File: src/rtl/cpu_run_ctrl.sv
// Run/step/halt controller for a small core: breakpoints, stop causes,
// executed-cycle counter and a two-cycle debug read of data memory.
module cpu_run_ctrl #(
    parameter int unsigned ADDR_W  = 5,
    parameter int unsigned DMEM_AW = 4,
    parameter int unsigned DATA_W  = 8,
    parameter int unsigned NUM_BP  = 2,
    parameter int unsigned CNT_W   = 16
) (
    input  logic                     clk,
    input  logic                     reset,
    input  logic                     run_req,
    input  logic                     step_req,
    input  logic                     halt_req,
    input  logic                     halt_inst,
    input  logic [ADDR_W-1:0]        curr_inst_addr,
    input  logic [NUM_BP*ADDR_W-1:0] bp_addr,
    input  logic [NUM_BP-1:0]        bp_en,
    input  logic                     cnt_clr,
    input  logic                     dbg_req,
    input  logic [DMEM_AW-1:0]       dbg_addr,
    input  logic [DATA_W-1:0]        dmem_rd_data,
    output logic                     core_en,
    output logic [1:0]               run_state,
    output logic [2:0]               stop_cause,
    output logic [2:0]               bp_hit_idx,
    output logic [CNT_W-1:0]         cycle_count,
    output logic [DMEM_AW-1:0]       dmem_rd_addr,
    output logic [DATA_W-1:0]        dbg_data,
    output logic                     dbg_valid,
    output logic                     dbg_busy,
    output logic                     dbg_err
);

    typedef enum logic [1:0] {
        ST_STOPPED = 2'd0,
        ST_RUN     = 2'd1,
        ST_STEP    = 2'd2
    } state_t;

    localparam logic [2:0] CAUSE_NONE = 3'd0;
    localparam logic [2:0] CAUSE_BP   = 3'd1;
    localparam logic [2:0] CAUSE_HALT = 3'd2;
    localparam logic [2:0] CAUSE_EXT  = 3'd3;
    localparam logic [2:0] CAUSE_STEP = 3'd4;

    state_t            state, state_nxt;
    logic              run_first, run_first_nxt;
    logic [2:0]        cause_nxt, idx_nxt;
    logic [NUM_BP-1:0] bp_hits;
    logic [2:0]        bp_low_idx;
    logic              bp_match;

    // Comparator bank; the lowest matching index wins.
    always_comb begin
        bp_hits    = '0;
        bp_low_idx = '0;
        for (int i = 0; i < int'(NUM_BP); i++) begin
            bp_hits[i] = bp_en[i] && (bp_addr[i*int'(ADDR_W) +: ADDR_W] == curr_inst_addr);
        end
        for (int i = int'(NUM_BP) - 1; i >= 0; i--) begin
            if (bp_hits[i]) bp_low_idx = 3'(i);
        end
    end

    // First RUN cycle is masked so a resume can step off the breakpoint address.
    assign bp_match  = (|bp_hits) && !run_first;
    assign core_en   = (state == ST_STEP) || ((state == ST_RUN) && !bp_match);
    assign run_state = state;

    always_comb begin
        state_nxt     = state;
        cause_nxt     = stop_cause;
        idx_nxt       = bp_hit_idx;
        run_first_nxt = 1'b0;
        unique case (state)
            ST_STOPPED: begin
                if (!dbg_busy) begin
                    if (step_req) begin
                        state_nxt = ST_STEP;
                    end else if (run_req) begin
                        state_nxt     = ST_RUN;
                        run_first_nxt = 1'b1;
                    end
                end
            end
            ST_RUN: begin
                if (bp_match) begin
                    state_nxt = ST_STOPPED;
                    cause_nxt = CAUSE_BP;
                    idx_nxt   = bp_low_idx;
                end else if (halt_inst) begin
                    state_nxt = ST_STOPPED;
                    cause_nxt = CAUSE_HALT;
                end else if (halt_req) begin
                    state_nxt = ST_STOPPED;
                    cause_nxt = CAUSE_EXT;
                end
            end
            ST_STEP: begin
                state_nxt = ST_STOPPED;
                cause_nxt = halt_inst ? CAUSE_HALT : CAUSE_STEP;
            end
            default: begin
                state_nxt = ST_STOPPED;
            end
        endcase
    end

    always_ff @(posedge clk or negedge reset) begin
        if (!reset) begin
            state      <= ST_STOPPED;
            run_first  <= 1'b0;
            stop_cause <= CAUSE_NONE;
            bp_hit_idx <= '0;
        end else begin
            state      <= state_nxt;
            run_first  <= run_first_nxt;
            stop_cause <= cause_nxt;
            bp_hit_idx <= idx_nxt;
        end
    end

    // Saturating executed-cycle counter; clear wins over increment.
    always_ff @(posedge clk or negedge reset) begin
        if (!reset) begin
            cycle_count <= '0;
        end else if (cnt_clr) begin
            cycle_count <= '0;
        end else if (core_en && (cycle_count != {CNT_W{1'b1}})) begin
            cycle_count <= cycle_count + CNT_W'(1);
        end
    end

    // Debug read: address registered on accept, data captured one edge later.
    always_ff @(posedge clk or negedge reset) begin
        if (!reset) begin
            dmem_rd_addr <= '0;
            dbg_data     <= '0;
            dbg_valid    <= 1'b0;
            dbg_busy     <= 1'b0;
            dbg_err      <= 1'b0;
        end else begin
            dbg_valid <= 1'b0;
            dbg_err   <= 1'b0;
            if (dbg_busy) begin
                dbg_data  <= dmem_rd_data;
                dbg_valid <= 1'b1;
                dbg_busy  <= 1'b0;
            end else if (dbg_req) begin
                if (state == ST_STOPPED) begin
                    dmem_rd_addr <= dbg_addr;
                    dbg_busy     <= 1'b1;
                end else begin
                    dbg_err <= 1'b1;
                end
            end
        end
    end

endmodule
File: config.mk
export PLATFORM = sky130hd
export DESIGN_NAME = cpu_run_ctrl
export DESIGN_NICKNAME = d
export VERILOG_FILES = /design/src/rtl/cpu_run_ctrl.sv
export SDC_FILE = /design/constraint.sdc
export NUM_CORES = 1
export LEC_CHECK = 0
export CAP_MARGIN = 10
export CORE_MARGIN = 5
export CORE_UTILIZATION = 47
export CTS_BUF_LIST = sky130_fd_sc_hd__clkbuf_8 sky130_fd_sc_hd__clkbuf_16
export CTS_CLUSTER_DIAMETER = 80
export DETAILED_ROUTE_END_ITERATION = 16
export PLACE_DENSITY = 0.85
export SKIP_CTS_REPAIR_TIMING = 1
export SKIP_LAST_GASP = 1
export SYNTH_ARGS = -nofsm -noshare
export SYNTH_HDL_FRONTEND = slang
export SYNTH_SLANG_ARGS = --single-unit
File: constraint.sdc
create_clock -name clk -period 2.65 [get_ports clk]
set_input_delay 0.53 -clock clk [delete_from_list [all_inputs] [get_ports clk]]
set_output_delay 0.53 -clock clk [all_outputs]
set_load 0.05 [all_outputs]
==> summary.txt, run 1 <==
Status
  – Status: complete, no violations

Routing
  – Vias: 1725
  – Routed WL: a little under 5000 µm
  – Number of remaining DRC errors: 0
  – Vias/cell: 5.32
  – Detail Route Antenna Nets: 0
  – 1st-pass router iterations: 4
  – Routed WL per cell: 15.2 µm
  – First DRT Iteration DRCs: around 100

Yosys
  – Synth Flop Type: dfrtp_1
  – Register bit count reported by yosys: 38
  – Synth async-reset ratio: 100%
  – Yosys warning total: 0
  – Post-synth EDFFs: 0
  – Sequential fraction of the synthesis area: 46.7%
  – Syn Std Cell Area: about 2000 µm²
  – Number of distinct library cells after synthesis: 40
  – Mapped Cells: 193
  – Syn_area_per_cell: 10.6 µm²

Final layout
  – Antenna Cells: 0
  – Layout Nets: 313
  – Leading cell type in the layout, fill and taps excluded: clkdlybuf4s50_1
  – Synth-to-Final Area Change: 42.6%
  – Most frequent cells in the layout: clkdlybuf4s50_1, dfrtp_1, xnor2_1
  – Share of layout cells above drive strength 1: 13.2%
  – Fillers: 354

Critical path
  – Critical-path cell list: clkdlybuf4s50_1 -> xnor2_1 -> nand4_2 -> o221ai_2 -> and2_1 -> inv_1 -> buf_4
  – Crit path max-delay cell type: clkdlybuf4s50_1
  – Worst setup path category: in -> out
  – Crit path arrival time: 1.96 ns
  – Critical path endpoint category: output pin
  – CP Launch Type: primary input
  – Critical Path RT: 2.12 ns
  – CP Buf/Inv Count: 3
  – Crit-path max FO: 3
  – Largest stage delay, worst path: 0.45 ns
  – Crit path max-delay family: buffers and inverters

STA
  – Period utilisation layout: between 90% and 100%
  – Endpoints failing hold: 0
  – Hold Slack: 0.352 ns
  – Final setup fails: 0
  – Fin crit period: roughly 2.5 ns
  – Least-Margin Pin Slew: 0.850 ns
  – TNS Setup: 0 ns
  – Slew Limit Fails: 0
  – Skew final: 0.00433 ns
  – Slew Limit Headroom: 43.3%
  – Unrepaired setup endpoints after global routing: no
  – Fmax: 401 MHz

Clocking
  – TritonCTS Buffers: 5
  – Root buf cell: clkbuf_8
  – CTS tree: yes
  – CTS H-tree lvls: 2
  – Clock sink total: 38
  – Clock slew at reported path FFs: 0.07 ns
  – Clk buf depth: 2
  – Skew-Pair Late Insertion Delay: 0.28 ns

Die
  – Initial core utilization: 47.8%
  – DIE WIDTH: 75.8 µm
  – Core area: 4260 µm²
  – Row count: 24
  – Die Ht: 75.8 µm
  – Die ar.: 5750 µm²
  – # IOs: 77

Pwr
  – Sw frac: 46.0%
  – Pint: 1.51 mW
  – Sequential Power Share: 29.9%
  – VDD IR max: 0.000748 V
  – Power share of the clock group: 13.0%
  – Power share of the combinational group: between 50% and 60%
  – Total power: between 2 and 3 mW
  – Pwr dens: 961 nW/µm²
  – Net Sw Power: 1.29 mW
  – Pleak: 1.17 nW

GRT
  – Met1 Use GR: 21.1%
  – GRT busiest layer: met2
  – Vias in the first global route: 1679
  – Pin count of the biggest net entering global routing: 39
  – Met3 Usage GRT: under 10%
  – Global-route wire length before repair: 7690 µm
  – Grt total ovfl: 0
  – Total GRT Usage: 17.7%
  – GR Util met2: 29.9%
  – Initial antenna violation count: 0

Place
  – IO Port Bufs: 74
  – Dpl hpwl: approximately 3800 µm
  – RD Place Congestion: 0.871

Flow run
  – Max_cap viols: 0

Worst hold path
  – Hold Crit Class: in -> async
## sequential cells by signal, indices dropped and copies added, names as in the netlist
register,flops
run_first,1
dbg_busy,1
dmem_rd_addr,4
bp_hit_idx,1
cycle_count,16
dbg_data,8
dbg_valid,1
stop_cause,3
dbg_err,1
run_state,2
## through the flow
stage	std cells	util, %	worst slack (ns)	cell area, µm²
CTS	324	68.1	0.138	2910
finish	324	68.1	0.158	2910
floorplan	194	-	0.434	2040
global placement	317	66.3	0.178	2830
detailed placement	317	66.3	0.148	2830
global route	324	68.1	0.0509	2910
## area by class of cell
cell class	instances	area [µm²]	share of cell area [%]
multi-input cells	138	1000	34.6
repair buffers	79	771	26.5
clock inverters	2	7.51	0.258
inverters	10	37.5	1.29
clock buffers	5	68.8	2.37
flip-flops and latches	38	951	32.7
well taps	52	65.1	2.24
## routing by layer
layer	vias to the layer above	wire length, µm
met2	45	2540
met5	-	0
li1	834	-
met4	0	122
met3	10	352
met1	836	1920
## Yosys cell counts (2+ instances only)
cell | number | area, µm²
nor2b_1 | 4 | 25.0
clkbuf_1 | 2 | 7.51
ha_1 | 4 | 50.1
a211oi_1 | 3 | 22.5
mux2_2 | 12 | 135
buf_2 | 2 | 10.0
nand3_1 | 5 | 25.0
or3_1 | 5 | 31.3
nand2_1 | 8 | 30.0
a2111oi_2 | 5 | 75.1
and3_1 | 3 | 18.8
mux2i_1 | 3 | 30.0
buf_4 | 2 | 15.0
a21oi_1 | 13 | 65.1
and2_1 | 2 | 12.5
inv_1 | 10 | 37.5
nand4_1 | 5 | 31.3
nand4_2 | 2 | 25.0
nor2_1 | 16 | 60.1
xnor2_1 | 19 | 166
o21ai_0 | 8 | 40.0
o31ai_1 | 2 | 15.0
dfrtp_1 | 38 | 951
o22ai_1 | 2 | 12.5
nand2b_1 | 3 | 18.8
## cells by family after synthesis
kind of cell	after synthesis	synth area share (%)
adders and majority gates	4	2.46
muxes	15	8.11
AOI/OAI and AO/OA	38	13.7
DFF	38	46.7
xor gates and xnor gates	19	8.17
and+or+nand+nor	60	16.5
buffers and inverters	18	4.18
other	1	0.184
## power groups by stage
stage	clock network, mW	registers [mW]	logic (mW)
3_3_place_gp	0	0.839	1.59
4_1_cts	0.378	0.837	1.61
6_report	0.364	0.835	1.59
2_1_floorplan	0	1.40	0.515
5_1_grt	0.402	0.860	1.68
3_5_place_dp	0	0.848	1.61
## path summary, 6_finish.rpt
kind	startpoint	to	slack, ns	cells past startpoint
max reg2reg	cycle_count[0]	cycle_count[12]	0.63	7
min in group clk	dmem_rd_addr[1]	dmem_rd_addr[1]	0.51	1
max in group asynchronous	reset	dbg_data[5]	1.77	1
min reg2reg	dmem_rd_addr[1]	dmem_rd_addr[1]	0.51	1
min	reset	bp_hit_idx[0]	0.35	1
max	curr_inst_addr[4]	core_en	0.16	7
(Power assumes the default switching activity.)
==> run 2: changes to the inputs <==
--- a/config.mk
+++ b/config.mk
@@ -5,13 +5,14 @@
 export SDC_FILE = /design/constraint.sdc
 export NUM_CORES = 1
 export LEC_CHECK = 0
+export ABC_AREA = 1
 export CAP_MARGIN = 10
 export CORE_MARGIN = 5
-export CORE_UTILIZATION = 47
+export CORE_UTILIZATION = 49
 export CTS_BUF_LIST = sky130_fd_sc_hd__clkbuf_8 sky130_fd_sc_hd__clkbuf_16
 export CTS_CLUSTER_DIAMETER = 80
 export DETAILED_ROUTE_END_ITERATION = 16
-export PLACE_DENSITY = 0.85
+export PLACE_DENSITY = 0.86
 export SKIP_CTS_REPAIR_TIMING = 1
 export SKIP_LAST_GASP = 1
 export SYNTH_ARGS = -nofsm -noshare
==> summary.txt, run 2 <==
Critical path
  – CP Launch Type: primary input
  – Crit-path max FO: 4
  – Crit path arrival time: 1.96 ns
  – Critical path endpoint category: output pin
  – Worst setup path category: in -> out
  – Critical Path RT: approximately 2.1 ns

Routing
  – Detail Route Antenna Nets: 0
  – Routed WL: 5250 µm
  – Vias: 2122
  – Routed WL per cell: 12.8 µm
  – First DRT Iteration DRCs: 65
  – Number of remaining DRC errors: 0
  – Vias/cell: 5.16
  – 1st-pass router iterations: 4

STA
  – Least-Margin Pin Slew: between 0.8 and 0.9 ns
  – Period utilisation layout: a little over nine tenths
  – Unrepaired setup endpoints after global routing: no
  – Slew Limit Fails: 0
  – Fmax: 401 MHz
  – Skew final: 0.00614 ns
  – Fin crit period: 2.49 ns
  – Slew Limit Headroom: 44.5%
  – Endpoints failing hold: 0
  – Final setup fails: 0
  – TNS Setup: 0 ns

Yosys
  – Yosys top cell by area: dfrtp_1
  – Count leader, synth: nand2_1
  – Synth Flop Type: dfrtp_1
  – Synth area leaders: dfrtp_1, nand2_1, nand3_1
  – Mapped Cells: 282
  – Syn_area_per_cell: approximately 7.8 µm²
  – Yosys warning total: 0
  – Syn Std Cell Area: 2190 µm²
  – Number of distinct library cells after synthesis: 28
  – Synth async-reset ratio: 100%
  – Synth cell count leaders: nand2_1, dfrtp_1, inv_1
  – Sequential fraction of the synthesis area: 43.5%
  – Register bit count reported by yosys: 38
  – Area share of the leading cell type in the synthesized netlist: a little over two fifths
  – Post-synth EDFFs: 0

Final layout
  – Largest regs: cycle_count x16, dbg_data x8, dmem_rd_addr x4
  – Most frequent cells in the layout: nand2_1, clkdlybuf4s50_1, dfrtp_1
  – Number of flip-flops in the largest register: 16
  – Biggest register: cycle_count
  – Synth-to-Final Area Change: 40.0%
  – Antenna Cells: 0
  – Layout Nets: 399
  – Share of layout cells above drive strength 1: 9.47%
  – Leading cell type in the layout, fill and taps excluded: nand2_1

Place
  – Dpl hpwl: about 4000 µm
  – RD Place Congestion: about 0.87
  – IO Port Bufs: between 70 and 80

GRT
  – Vias in the first global route: between 2000 and 2500
  – Global-route wire length before repair: 8880 µm
  – Initial antenna violation count: 0
  – Pin count of the biggest net entering global routing: 39
  – Total GRT Usage: 18.2%
  – Grt total ovfl: 0

Pwr
  – Total power: approximately 2.7 mW
  – Pwr dens: 898 nW/µm²
  – Pleak: 1.56 nW
  – VDD IR max: 0.000813 V

Die
  – Die Ht: approximately 77 µm
  – DIE WIDTH: 76.8 µm
  – Die ar.: 5900 µm²
  – Core area: 4350 µm²
  – Row count: 24
  – Initial core utilization: 50.2%
  – # IOs: 77

Clocking
  – Clock slew at reported path FFs: 0.08 ns
  – Skew-Pair Late Insertion Delay: just under 0.3 ns
  – CTS H-tree lvls: 2
  – Clock sink total: 38
  – TritonCTS Buffers: 5
  – Root buf cell: clkbuf_8
  – CTS tree: yes
  – Clk buf depth: 2

Status
  – Status: complete, no violations

Worst hold path
  – Hold Crit Class: in -> async

Flow run
  – Max_cap viols: 0
## run 2: cell count changes in the layout (fill, tap and decap cells not counted), sizes merged, moves of 4 or more
cell     delta
nand2      +79
inv        +25
nand3      +25
xnor2      -17
nand4      +13
a21oi      -12
xor2        +9
nor2        +6
a2111oi     -5
and3        -5
or3         -5
mux2        -4
nor2b       -4
nor3        +4
## run 2: metal layers
layer,wire (µm),track usage [%]
met1,2140,20.8
met3,379,5.74
met4,119,7.52
met2,2620,31.1
met5,0,0
## run 2: report_power, final
group	switching (mW)	internal (mW)	leakage, nW
Sequential	0.0947	0.736	0.496
Combinational	0.995	0.522	1.02
Clock	0.216	0.185	0.0441
## run 2: cells by family after synthesis
logic type | share of synthesized area [%]
buffers and inverters | 8.99
AOI/OAI and AO/OA | 2.17
xor gates and xnor gates | 4.41
adders and majority gates | 2.29
muxes | 4.12
DFF | 43.5
other | 0.172
and+or+nand+nor | 34.3
## run 2: through the flow
stage / utilization, % / instances / instance area, µm² / setup slack [ns] / hold WS, ns
floorplan: - / 283 / 2190 / 0.622 / 0.234
global placement: 68.2 / 403 / 2970 / 0.236 / 0.456
detailed placement: 68.2 / 403 / 2970 / 0.176 / 0.458
CTS: 70.3 / 411 / 3060 / 0.166 / 0.358
global route: 70.3 / 411 / 3060 / 0.0306 / 0.416
finish: 70.3 / 411 / 3060 / 0.155 / 0.337
## run 2: worst paths after layout
path | depth (start not counted) | slack (ns) | startpoint | to
max | 11 | 0.16 | curr_inst_addr[2] | core_en
min | 1 | 0.34 | reset | cycle_count[14]
max reg2reg | 9 | 0.73 | cycle_count[0] | cycle_count[5]
min reg2reg | 2 | 0.47 | dmem_rd_addr[0] | dmem_rd_addr[0]
max in group asynchronous | 1 | 1.80 | reset | run_first
min in group clk | 2 | 0.47 | dmem_rd_addr[0] | dmem_rd_addr[0]
## run 2: critical path, stage by stage
cell and delay (ns):
clkdlybuf4s50_1 0.51, inv_1 0.07, nand2_1 0.07, nand2_1 0.05, nor2_1 0.11, nand3_1 0.12
nand2_1 0.11, nand2_2 0.07, nand2_1 0.07, nand2_2 0.08, buf_12 0.16
## run 2: area by class of cell
| type | count | area [µm²] |
|---|---|---|
| Fill cell | 350 | 1290 |
| Multi-Input combinational cell | 198 | 1040 |
| Sequential cell | 38 | 951 |
| Timing Repair Buffer | 77 | 768 |
| Inverter | 38 | 144 |
| Clock buffer | 5 | 68.8 |
| Tap cell | 52 | 65.1 |
| Clock inverter | 3 | 21.3 |
